### src/rtl/i2c_pkg.sv
// i2c_pkg: shared types and helpers for the codec configuration command path
package i2c_pkg;
  typedef enum logic [2:0] {IDLE, ISSUE, WAIT_BUSY, WAIT_DONE, ACK} state_t;
  localparam int DATA_W_DEF = 24;
  localparam logic [7:0] CODEC_ADDR = 8'h34;
  function automatic logic [23:0] make_cmd(input logic [6:0] reg_num, input logic [8:0] value);
    return {CODEC_ADDR, reg_num, value};
  endfunction
endpackage

### src/rtl/rr_pick.sv
// rr_pick: first set request at or after the pointer, wrapping around
module rr_pick #(
  parameter int N = 2,
  parameter int PW = $clog2(N)
) (
  input  logic [N-1:0]  req,
  input  logic [PW-1:0] ptr,
  output logic          valid,
  output logic [PW-1:0] idx
);
  always_comb begin
    valid = |req;
    idx = '0;
    for (int i = N - 1; i >= 0; i--)
      if (req[(int'(ptr) + i) % N]) idx = PW'((int'(ptr) + i) % N);
  end
endmodule

### src/rtl/i2c_cmd_arbiter.sv
// i2c_cmd_arbiter: round-robin sharing of one I2C command sender between requesters,
// with a per-transfer watchdog so a hung sender cannot lock out the other sources.
module i2c_cmd_arbiter
  import i2c_pkg::*;
#(
  parameter int N_REQ = 2,
  parameter int DATA_W = DATA_W_DEF,
  parameter int TIMEOUT = 4096
) (
  input  logic                       i_clk,
  input  logic                       i_rst,
  input  logic [N_REQ-1:0]           i_req,
  input  logic [N_REQ*DATA_W-1:0]    i_dat,
  output logic [N_REQ-1:0]           o_ack,
  output logic                       o_err,
  output logic                       o_busy,
  output logic [$clog2(N_REQ)-1:0]   o_owner,
  output logic                       o_start,
  output logic [DATA_W-1:0]          o_dat,
  input  logic                       i_done
);
  localparam int PW = $clog2(N_REQ);
  localparam int TW = $clog2(TIMEOUT);
  localparam logic [TW-1:0] T_LAST = TW'(TIMEOUT - 1);
  state_t state;
  logic [PW-1:0] ptr, pick_idx;
  logic pick_valid;
  logic [TW-1:0] timer;
  logic [N_REQ-1:0] owner_hot;
  logic [DATA_W-1:0] pick_dat;
  rr_pick #(.N(N_REQ)) u_pick (.req(i_req), .ptr(ptr), .valid(pick_valid), .idx(pick_idx));
  assign owner_hot = N_REQ'(1) << o_owner;
  assign pick_dat = i_dat[pick_idx*DATA_W +: DATA_W];
  // a sender that never drops i_done is assumed already running after two cycles
  always_ff @(posedge i_clk or negedge i_rst) begin
    if (!i_rst) begin
      state <= IDLE;
      o_ack <= '0;
      o_err <= 1'b0;
      o_busy <= 1'b0;
      o_owner <= '0;
      o_start <= 1'b0;
      o_dat <= '0;
      ptr <= '0;
      timer <= '0;
    end else begin
      o_start <= 1'b0;
      o_ack <= '0;
      o_err <= 1'b0;
      unique case (state)
        IDLE: if (pick_valid && i_done) begin
          state <= ISSUE;
          o_owner <= pick_idx;
          o_dat <= pick_dat;
          o_start <= 1'b1;
          o_busy <= 1'b1;
        end
        ISSUE: begin
          timer <= '0;
          state <= WAIT_BUSY;
        end
        WAIT_BUSY, WAIT_DONE: begin
          timer <= timer + 1'b1;
          if (timer == T_LAST) begin
            state <= ACK;
            o_ack <= owner_hot;
            o_err <= 1'b1;
          end else if (state == WAIT_BUSY && (!i_done || timer == TW'(1))) begin
            state <= WAIT_DONE;
          end else if (state == WAIT_DONE && i_done) begin
            state <= ACK;
            o_ack <= owner_hot;
          end
        end
        ACK: begin
          state <= IDLE;
          o_busy <= 1'b0;
          ptr <= (o_owner == PW'(N_REQ - 1)) ? '0 : o_owner + 1'b1;
        end
        default: state <= IDLE;
      endcase
    end
  end
endmodule

### config.mk
export PLATFORM = sky130hd
export DESIGN_NAME = i2c_cmd_arbiter
export DESIGN_NICKNAME = d
export VERILOG_FILES = /design/src/rtl/i2c_pkg.sv /design/src/rtl/rr_pick.sv /design/src/rtl/i2c_cmd_arbiter.sv
export SDC_FILE = /design/constraint.sdc
export NUM_CORES = 1
export LEC_CHECK = 0
export ABC_AREA = 1
export BUFFER_PORTS_ARGS = -buffer_cell sky130_fd_sc_hd__buf_2
export CAP_MARGIN = 10
export CORE_ASPECT_RATIO = 1.75
export CORE_MARGIN = 4
export CORE_UTILIZATION = 40
export DETAILED_ROUTE_END_ITERATION = 10
export GPL_TIMING_DRIVEN = 1
export PLACE_DENSITY = 0.75
export SYNTH_ARGS = -nofsm -noshare
export SYNTH_HDL_FRONTEND = slang
export SYNTH_SLANG_ARGS = --single-unit
### constraint.sdc
create_clock -name i_clk -period 3.05 [get_ports i_clk]
set_clock_uncertainty 0.2 [all_clocks]
set_input_delay 0.1525 -clock i_clk [delete_from_list [all_inputs] [get_ports i_clk]]
set_output_delay 0.1525 -clock i_clk [all_outputs]
set_load 0.03 [all_outputs]
Yosys cells after proc, flatten, opt, wreduce, memory -nomap -nowiden:

Index checks and enable logic that the tools add are counted.
W data, S select, Z words.

* $lt $le $gt $ge: 2
* shifts and indexed selects: 2
* multiplexer cells: 24
* add/subtract/negate cells: 3
* reduce and logical (&&, ||, !) cells: 13
* multipliers: 1
* div/mod/pow operators: 0
* equality and inequality tests: 8
* bitwise gates (word level): 1

Operators with widths (number)
* $shiftx A48 B7 Y24: 1
* $pmux W12 S2: 1
* $mux W1: 13
* $add A12 B1 Y12 const B: 1
* $eq A12 B1 Y1 const B: 1
* $eq A12 B12 Y1 const B: 1
* $mux W3: 4
* $pmux W3 S3: 1
* $mux W2: 4
* $eq A3 B2 Y1 const B: 2
* $reduce_and A2 Y1: 3
* $ne A4 B4 Y1 const B: 1
* $reduce_bool A2 Y1: 2
* $reduce_or A2 Y1: 2
* $eq A3 B1 Y1 const B: 1
* $eq A3 B3 Y1 const B: 1
* $logic_and A1 B1 Y1: 3
* $logic_not A3 Y1: 1
* $lt A2 B3 Y1 const B: 1
* $mul A1 B2 Y3 const B: 1
* $add A1 B1 Y1 const B: 2
* $lt A1 B2 Y1 const B: 1
* $ne A2 B2 Y1 const B: 1
* $pmux W1 S2: 1
* other kinds (4): 4

* bits in latches: 0
* memories kept: 0
* register bits after elaboration: 46
* output and inout bits: 30
* input bits: 53
* logic and storage cells: 63
* memory bits (read-only): 0
* memory bits (writable): 0

Logic depth before layout (Yosys ltp):

Gate-level depths: netlist (run 1).

* depth in word-level cells: 9
* gate-level depth with buffers: 11
* depth with buffers taken out: 11

Cells and area by module:

Synthesis (run 1) repeated with hierarchy kept, for this count alone.

* cell total of the unflattened synthesis: 276
* area total of the unflattened synthesis: 2240.9 sq um

Modules (own cells, without submodules)
* i2c_cmd_arbiter: area an instance 2222.1 sq um, times used 1, sequential area each 1151.1 sq um, cells an instance 272
* rr_pick: area an instance 18.8 sq um, times used 1, sequential area each 0.0 sq um, cells an instance 4

Worst setup path after synthesis (run 1):

OpenSTA, ideal clock, no wires.

* path kind: reg2reg
* start point: reg timer[0]
* end point: reg state[0]
* library setup time: 0.117 ns
* arrival: 1.275 ns
* required time: 2.733 ns
* clock period less this slack: 1.592 ns
* path slack: 1.458 ns
* cell stages (with the launch flop): 11
* path buffers: 0
* cells stage by stage: dfrtp_1 > ha_1 > nand3_1 > nor2_2 > nand3_2 > nand2_1 > inv_1 > nand2_1 > nand2_1 > nand2_1 > nand2_1

* longest elaborated chain between the ends: 6
* elaborated cells between the ends (all ways): 9
* those cells by class: 3 x eq/ne; 3 x mux; 3 x reduce/logical

RTL lines
* from (decl): RTL line i2c_cmd_arbiter.sv:28 `logic [TW-1:0] timer;`
* from (signal assigned): RTL line i2c_cmd_arbiter.sv:63 `timer <= timer + 1'b1;`
* $eq A12 B1 Y1: RTL line i2c_cmd_arbiter.sv:68 `end else if (state == WAIT_BUSY && (!i_done || timer == TW'(1))) begin`
* $logic_or A1 B1 Y1: RTL line i2c_cmd_arbiter.sv:68
* $logic_and A1 B1 Y1: RTL line i2c_cmd_arbiter.sv:68
* $mux W3: RTL line i2c_cmd_arbiter.sv:68
* $mux W3: RTL line i2c_cmd_arbiter.sv:64 `if (timer == T_LAST) begin`
* $pmux W3 S3: RTL line i2c_cmd_arbiter.sv:50 `unique case (state)`
* to (signal assigned): RTL line i2c_cmd_arbiter.sv:52 `state <= ISSUE;`
* to (signal assigned): RTL line i2c_cmd_arbiter.sv:65 `state <= ACK;`
* to (signal assigned): RTL line i2c_cmd_arbiter.sv:69 `state <= WAIT_DONE;`
* to (decl): RTL line i2c_cmd_arbiter.sv:25 `state_t state;`

Several ways; a longest one is shown, not always the timed one.
A chain may end at the register's enable or synchronous reset.

Worst setup path in the final report (run 1):

* start point: reg ptr
* end point: reg o_dat[13]

* longest elaborated chain between the ends: 8
* elaborated cells between the ends (all ways): 10
* those cells by class: 1 x add/sub; 1 x mul; 1 x shift; 7 x mux

RTL lines
* from (decl): RTL line i2c_cmd_arbiter.sv:26 `logic [PW-1:0] ptr, pick_idx;`
* from (signal assigned): RTL line i2c_cmd_arbiter.sv:78 `ptr <= (o_owner == PW'(N_REQ - 1)) ? '0 : o_owner + 1'b1;`
* $add A1 B1 Y1: RTL line rr_pick.sv:15 `if (req[(int'(ptr) + i) % N]) idx = PW'((int'(ptr) + i) % N);`
* $mux W1 (not written as such) (3 in series): RTL line rr_pick.sv:15
* $mux W1: RTL line rr_pick.sv:15
* $mux W1 *: RTL line rr_pick.sv:15
* $mul A1 B2 Y3 *: RTL line i2c_cmd_arbiter.sv:33 `assign pick_dat = i_dat[pick_idx*DATA_W +: DATA_W];`
* $shiftx A48 B7 Y24 *: RTL line i2c_cmd_arbiter.sv:33
* to (signal assigned): RTL line i2c_cmd_arbiter.sv:54 `o_dat <= pick_dat;`
* to (decl): RTL line i2c_cmd_arbiter.sv:19 `output logic [DATA_W-1:0] o_dat,`

Every way passes the cells marked *; elsewhere a longest branch is shown, timed or not. The select of a mux whose other input is x is not followed.

==> flow_summary.yaml, run 1 <==
die:
  start_util: 0.414
  fp.dieArea_um2: 6780
  io_pins: 83
  row_count: 35
  dieHeight_um: 106
  core-area_um2: 5300
  chipWidth_um: 64.0
clock_network:
  insertion_delay_ns: 0.30
  cts.htree.levels: 2
  post_cts_buffers: 0
  root_buffer: "clkbuf_8"
  clock_path_buffers: 2
  numCtsBuffers: 5
  clock-sinks: 46
  path_clk_slew_ns: 0.09
  cts_tree: "yes"
min_path:
  hp-class: "in2reg"
  hold_start: "i_req[1]"
  holdPathEnd: "state[0]"
  hold_path_depth: 5
setup_path:
  r2r_slack_ns: 0.46
  cp.arrival_ns: 2.57
  reg2reg_depth: 8
  worst_r2r_endpoint: "o_dat[13]"
  cp_data_required_time_ns: 3.03
  r2r_start: "ptr"
  cp-end-kind: "flop"
  cp_max_fo: 25
  crit_type: "reg2reg"
  critPathLaunchType: "flop"
status:
  outcome: "finished clean"
global_route:
  antenna_found_initial: 0
  track_usage: 0.220
  grt_start_max_net_pins: 47
  grt_pass1_wl_mm: 11.8
  grt-ovfl-total: 0
  grt_pass1_vias: 2666
sta:
  finalSetupTns_ns: 0
  period_needed_ns: 2.59
  min_period_over_period: 0.848
  fmax_mhz: 387
  hold_viol: 0
  tightestPinTransition_ns: 1.00
  rsz0062_at_grt: "false"
  finalSetupViolCount: 0
  slew-limit-headroom: 0.332
  slew_violations: 0
finish:
  syn_to_final_growth_pct: 49.1
  drive_above_1_share: 0.258
  antenna_cells: 0
  fin_util: 0.617
  fillers: 426
  final_common_cell: "buf_2"
  finalNetCount: 458
  mostFrequentLayoutCells: "buf_2 (82), nand2_1 (61), o21ai_1 (52)"
  finalNonFillerCells: 477
synth:
  yosysWarnings: 0
  synth-seq-cells: 46
  syn_nets: 326
  syn_area_per_cell_um2: 8.09
  synth.distinct_cells: 23
  synth_cells: 271
  synth_area_um2: 2190
  yosysSeqAreaShare: 0.525
placement:
  dp.cells: 420
  gp_congestion: 0.805
  dpl.hpwl_mm: 4.08
  portBuffers: 82
route:
  viasPerCell: 5.06
  dr.pass1.iters: 4
  drcViolationCount: 0
  vias: 2415
  drt-wirelength-per-cell_um: 14.3
  ant_nets: 0
  drt_iter0_markers: 94
  wirelength_mm: 6.82
pwr:
  powerDensity_nw_per_um2: 906
  power_leakage_uw: 0.00166
  ir_worst_vdd_mv: 0.555
  p_total_uw: 2960
run:
  drv_cap: 0
-- cell usage after synthesis --
library cell	number	share of area
buf_4	4	0.014
o22ai_1	4	0.011
o21ai_0	9	0.021
a21oi_2	1	0.0040
a31oi_1	1	0.0029
nor2_8	1	0.0091
xor2_1	1	0.0040
nor2_1	39	0.067
inv_1	15	0.026
nand4_1	1	0.0029
dfrtp_1	46	0.52
a21oi_1	6	0.014
nand3_1	8	0.018
nor3_1	1	0.0023
nand2_1	61	0.10
nor2_2	4	0.011
inv_2	7	0.012
ha_1	2	0.011
nand3_2	1	0.0046
buf_2	1	0.0023
a22oi_1	3	0.010
clkbuf_1	3	0.0051
o21ai_1	52	0.12
-- timing repair --
action	in CTS	in global routing
hold endpoints to repair	71	0
hold buffers	50	0
gates resized for setup	0	0
endpoints found under the setup margin	0	0
-- logic make-up after synthesis --
logic type,Yosys count,synth area share
XOR/XNOR,1,0.00399
AND/OR/NAND/NOR,116,0.220
adder cells (fa/ha/maj),2,0.0114
flip-flops,46,0.525
buffers and inverters,30,0.0588
AO/OA/AOI/OAI,76,0.181
-- state kept, by name, summed over array words and instances (netlist names) --
name	cells
ptr	1
o_start	1
state	3
o_ack	2
o_owner	1
o_busy	1
timer	12
o_dat	24
o_err	1
-- critical path: stages, from the launching register on --
cell and delay [ns]:
dfrtp_1 0.38, inv_1 0.07, nand2_1 0.06, nand2_1 0.06, buf_4 0.27, inv_1 0.41
o21ai_1 0.34, o21ai_1 0.11, dlygate4sd3_1 0.57
-- cell type report --
type | instances | area (um2) | area share
Sequential cell | 46 | 1150 | 0.352
Multi-Input combinational cell | 195 | 913 | 0.279
Clock inverter | 1 | 30.0 | 0.00918
Clock buffer | 6 | 82.6 | 0.0252
Timing Repair Buffer | 133 | 918 | 0.281
Tap cell | 74 | 92.6 | 0.0283
Inverter | 22 | 82.6 | 0.0252
-- worst max path at each step --
| stage | slack [ns] | endpoint | depth (start not counted) | start |
|---|---|---|---|---|
| 4_1_cts | 0.60 | o_dat[2] | 8 | ptr |
| 3_3_place_gp | 1.22 | o_dat[15] | 8 | state[0] |
| 3_5_place_dp | 1.17 | o_dat[6] | 8 | state[0] |
| 5_1_grt | 0.35 | o_dat[13] | 8 | ptr |
| 2_1_floorplan | 1.46 | state[0] | 10 | timer[0] |
| 6_report | 0.46 | o_dat[13] | 8 | ptr |
-- stage by stage --
stage               hold slack, ns  instance area [um2]  worst slack [ns]
finish                       0.213                 3270             0.464
global route                 0.254                 3270             0.354
detailed placement           0.180                 2660              1.17
CTS                          0.165                 3270             0.601
global placement             0.167                 2660              1.22
floorplan                   -0.343                 2190              1.46
-- per-layer routing --
layer,GRT usage,part of all wire,vias up
li1,-,-,1147
met1,0.226,0.35,1121
met2,0.403,0.54,120
met3,0.0455,0.071,27
met4,0.121,0.041,0
met5,0,0,-
-- power by group --
group | internal [uW] | switching (uW)
logic | 597 | 919
registers | 826 | 155
clock network | 262 | 204
(Power assumes the default switching activity.)
==> run 2, diff against run 1 <==
PLACE_DENSITY = 0.78   (was 0.75)
clock period = 2.2 ns   (was 3.05 ns; I/O delays follow)
==> flow_summary.yaml, run 2 (synthesis results as in run 1) <==
status:
  outcome: "finished clean"
die:
  fp.dieArea_um2: 6780
  dieHeight_um: 106
  start_util: 0.414
  chipWidth_um: 64.0
  io_pins: 83
  row_count: 35
  core-area_um2: 5300
global_route:
  grt_pass1_wl_mm: 12.1
  grt_pass1_vias: 2593
  grt_start_max_net_pins: 47
  antenna_found_initial: 0
  grt-ovfl-total: 0
  track_usage: 0.224
setup_path:
  reg2reg_depth: 8
  cp_max_fo: 17
  crit_slowest_cell: "dfrtp_1"
  crit_type: "reg2reg"
  path_cells: "nor2_2, inv_2, nor2_2, inv_2, nor2_8, buf_4, o21ai_1, o21ai_1"
  cp.arrival_ns: 1.90
  cpPeakStageDelay_ns: 0.45
  cp_data_required_time_ns: 2.21
  critPathLaunchType: "flop"
  crit_cells: 8
  critPathBufInv: 3
  cp-end-kind: "flop"
  cp_top_family: "flip-flops"
route:
  dr.pass1.iters: 6
  wirelength_mm: 7.16
  dr_wl_met3_um: 593
  wl_met1_mm: 2.62
  drcViolationCount: 0
  drt_iter0_markers: 116
  met2_length_mm: 3.68
  viasPerCell: 5.21
  ant_nets: 0
  vias: 2504
  drt-wirelength-per-cell_um: 14.9
  top_layer: "met4"
placement:
  portBuffers: 82
  dp.cells: 423
  dpl.hpwl_mm: 3.93
  gp_congestion: 0.778
  pre_cts_ws_ns: 0.438
finish:
  reg_top3: "o_dat x24, timer x12, state x3"
  max_flop_register: "o_dat"
  seqCellArea_um2: 1150
  final_common_cell: "buf_2"
  fillers: 389
  syn_to_final_growth_pct: 50.2
  antenna_cells: 0
  mostFrequentLayoutCells: "buf_2 (82), nand2_1 (61), o21ai_1 (52)"
  finalNonFillerCells: 481
  largest_register_ffs: 24
  finalNetCount: 461
  drive_above_1_share: 0.265
  multi_input_area_um2: 913
pwr:
  switching_power_uw: 1770
  powerDensity_nw_per_um2: 1160
  p_clk_frac: 0.169
  comb_power_share: 0.474
  sequentialPowerShare: 0.356
  power_leakage_uw: 0.00165
  ir_worst_vdd_mv: 0.767
  swShare: 0.463
  p_total_uw: 3830
  intPower_uw: 2060
min_path:
  hp-class: "in2reg"
  hold_path_depth: 3
sta:
  finalSetupTns_ns: 0
  hold_viol: 0
  min_period_over_period: 0.857
  period_needed_ns: 1.89
  tightestPinTransition_ns: 0.829
  rsz0062_at_grt: "false"
  finalSetupViolCount: 0
  slew-limit-headroom: 0.447
  fmax_mhz: 530
  layout_setup_ws_ns: 0.314
  slew_violations: 0
clock_network:
  cts.htree.levels: 2
  root_buffer: "clkbuf_8"
  clock-sinks: 46
  insertion_delay_ns: 0.31
  numCtsBuffers: 5
  ctsHoldBuffers: 50
  cts_tree: "yes"
  clock_path_buffers: 2
  cts_resized: 0
  path_clk_slew_ns: 0.09
  post_cts_buffers: 0
run:
  drv_cap: 0
==> run 2: cell types whose count changed in the layout (fill, tap and decap cells not counted), sizes merged <==
cell / delta
buf: +3
clkbuf: -1
clkinvlp: +2
==> run 2: layout make-up <==
type,count,share of cell area
inverter,22,0.0251
timing repair buffer,136,0.286
sequential,46,0.349
tap,74,0.0281
clock inverter,3,0.0137
multi-input combinational,195,0.277
clock buffer,5,0.0209
==> run 2: power groups by stage <==
stage	logic (uW)	registers [uW]	clock network, uW
global route	1990	1390	684
finish	1820	1360	648
floorplan	727	1800	0
detailed placement	1690	1340	0
global placement	1650	1350	0
CTS	1750	1340	653
==> run 2: metrics by stage <==
stage,utilization,instance area (um2),hold WS (ns)
floorplan,-,2190,-0.386
global placement,0.506,2680,0.0287
detailed placement,0.506,2680,0.0350
CTS,0.622,3290,0.110
global route,0.622,3290,0.143
finish,0.622,3290,0.105
==> run 2: per-layer routing <==
| layer | up-vias | GRT usage |
|---|---|---|
| li1 | 1156 | - |
| met1 | 1171 | 0.255 |
| met2 | 154 | 0.384 |
| met3 | 23 | 0.0497 |
| met4 | 0 | 0.119 |
| met5 | - | 0 |
==> run 2: final timing paths <==
| kind | start | endpoint | slack [ns] |
|---|---|---|---|
| setup / recovery | state[0] | o_dat[1] | 0.31 |
| hold reg to reg | o_owner | o_ack[0] | 0.27 |
| max in group asynchronous | i_rst | o_ack[0] | 1.18 |
| min in group asynchronous | i_rst | o_dat[3] | 0.21 |
| setup reg to reg | state[0] | o_dat[1] | 0.31 |
| hold / removal | i_req[1] | o_start | 0.11 |
==> run 2: worst min-delay path, stage by stage <==
cell and delay (ns):
buf_2 0.09, o21ai_1 0.13, nor2_8 0.22
==> run 3, diff against run 2 <==
CORE_MARGIN = default   (was 4)
clock period = 1.5 ns   (was 2.2 ns; I/O delays follow)
==> flow_summary.yaml, run 3 (synthesis results as in run 1) <==
status:
  outcome: "finished, violations left"
  violations: "design-rule violations, negative setup slack"
die:
  io_pins: 83
  dieHeight_um: 100
  row_count: 35
  fp.dieArea_um2: 5800
  core-area_um2: 5260
  start_util: 0.417
  chipWidth_um: 58.0
sta:
  fmax_mhz: 576
  slew_violations: 0
  min_period_over_period: 1.16
  tightestPinTransition_ns: 0.415
  slew-limit-headroom: 0.721
  hold_viol: 0
  period_needed_ns: 1.73
  hold_ws_ns: 0.0737
  finalSetupViolCount: 37
  layout_setup_ws_ns: -0.235
  rsz0062_at_grt: "true"
global_route:
  antenna_found_initial: 0
  track_usage: 0.277
  grt_pass1_wl_mm: 12.3
  grt-ovfl-total: 0
  grt_start_max_net_pins: 47
  grt_pass1_vias: 2659
route:
  ant_nets: 0
  wirelength_mm: 8.48
  viasPerCell: 5.51
  drt_iter0_markers: 121
  drt-wirelength-per-cell_um: 17.3
  vias: 2705
  dr.pass1.iters: 7
  drcViolationCount: 2
setup_path:
  cp-end-kind: "flop"
  cp_max_fo: 8
  cp_data_required_time_ns: 1.52
  critPathLaunchType: "flop"
  cp.arrival_ns: 1.75
  crit_type: "reg2reg"
finish:
  finalNetCount: 490
  largest_register_ffs: 24
  syn_to_final_growth_pct: 68.6
  antenna_cells: 0
  drive_above_1_share: 0.388
  max_flop_register: "o_dat"
  reg_top3: "o_dat x24, timer x12, state x3"
  final_common_cell: "buf_2"
  design_area_um2: 3700
  mostFrequentLayoutCells: "buf_2 (82), nand2_1 (53), dlygate4sd3_1 (50)"
placement:
  placedInstanceArea_um2: 2840
  portBuffers: 82
  gp_congestion: 0.835
  pre_cts_ws_ns: -0.137
  dpl.hpwl_mm: 4.10
clock_network:
  clock-sinks: 46
  cts.htree.levels: 2
  path_clk_slew_ns: 0.09
  clock_path_buffers: 2
  numCtsBuffers: 5
  root_buffer: "clkbuf_8"
  cts_tree: "yes"
  insertion_delay_ns: 0.31
run:
  drv_cap: 0
pwr:
  power_leakage_uw: 0.00182
  powerDensity_nw_per_um2: 1700
  ir_worst_vdd_mv: 1.13
min_path:
  hp-class: "in2async"
run 3: per-layer routing:
metal,part of all wire,global-route usage,vias to the layer above
met5,0,0,-
met4,0.030,0.132,0
met3,0.063,0.0490,25
met2,0.56,0.495,150
met1,0.35,0.309,1317
li1,-,-,1213
run 3: area by class of cell:
type,count,area [um2]
Fill cell,331,1560
Timing Repair Buffer,165,1210
Sequential cell,46,1150
Multi-Input combinational cell,195,1080
Inverter,22,90.1
Clock buffer,6,82.6
Tap cell,55,68.8
Clock inverter,2,12.5
run 3: worst paths after layout:
kind                       startpoint   endpoint  slack, ns  cells past startpoint
setup / recovery             state[1]  o_dat[10]      -0.23                      8
hold / removal                  i_rst  o_dat[10]       0.07                      3
setup reg to reg             state[1]  o_dat[10]      -0.23                      8
hold reg to reg               o_owner   o_ack[0]       0.27                      1
max in group asynchronous       i_rst  o_dat[16]       0.81                      3
min in group i_clk           i_req[1]   state[0]       0.11                      5
run 3: power by group:
group          internal, uW  switching [uW]
Combinational          1260            2180
Clock                   371             454
Sequential             1680             343
Total                  3310            2980
run 3: through the flow:
| stage | cells | total power (uW) | setup TNS (ns) | utilization |
|---|---|---|---|---|
| final | 491 | 6290 | -4.48 | 0.704 |
| after global routing | 491 | 6590 | -7.13 | 0.704 |
| after CTS | 486 | 5760 | -2.21 | 0.676 |
| after detailed placement | 423 | 4700 | -2.52 | 0.540 |
| after global placement | 423 | 4620 | -1.33 | 0.540 |
| after floorplan | 271 | 3730 | -0.0796 | - |
run 3: timing repair:
| action | 4_1_cts | 5_1_grt |
|---|---|---|
| hold endpoints to repair | 72 | 0 |
| hold buffers | 50 | 0 |
| endpoints found under the setup margin | 35 | 40 |
| resized for setup | 19 | 34 |
| gates cloned | 0 | 0 |
| setup buffers | 5 | 5 |
| pin swaps | 11 | 23 |
run 3: worst max-delay path, cell delays in order, from the launching register on:
cell     delay [ns]
dfrtp_1        0.43
nor2_4         0.15
inv_2          0.07
nor2_4         0.14
inv_4          0.06
nor2_8         0.16
buf_6          0.17
o21ai_2        0.06
o21ai_1        0.20
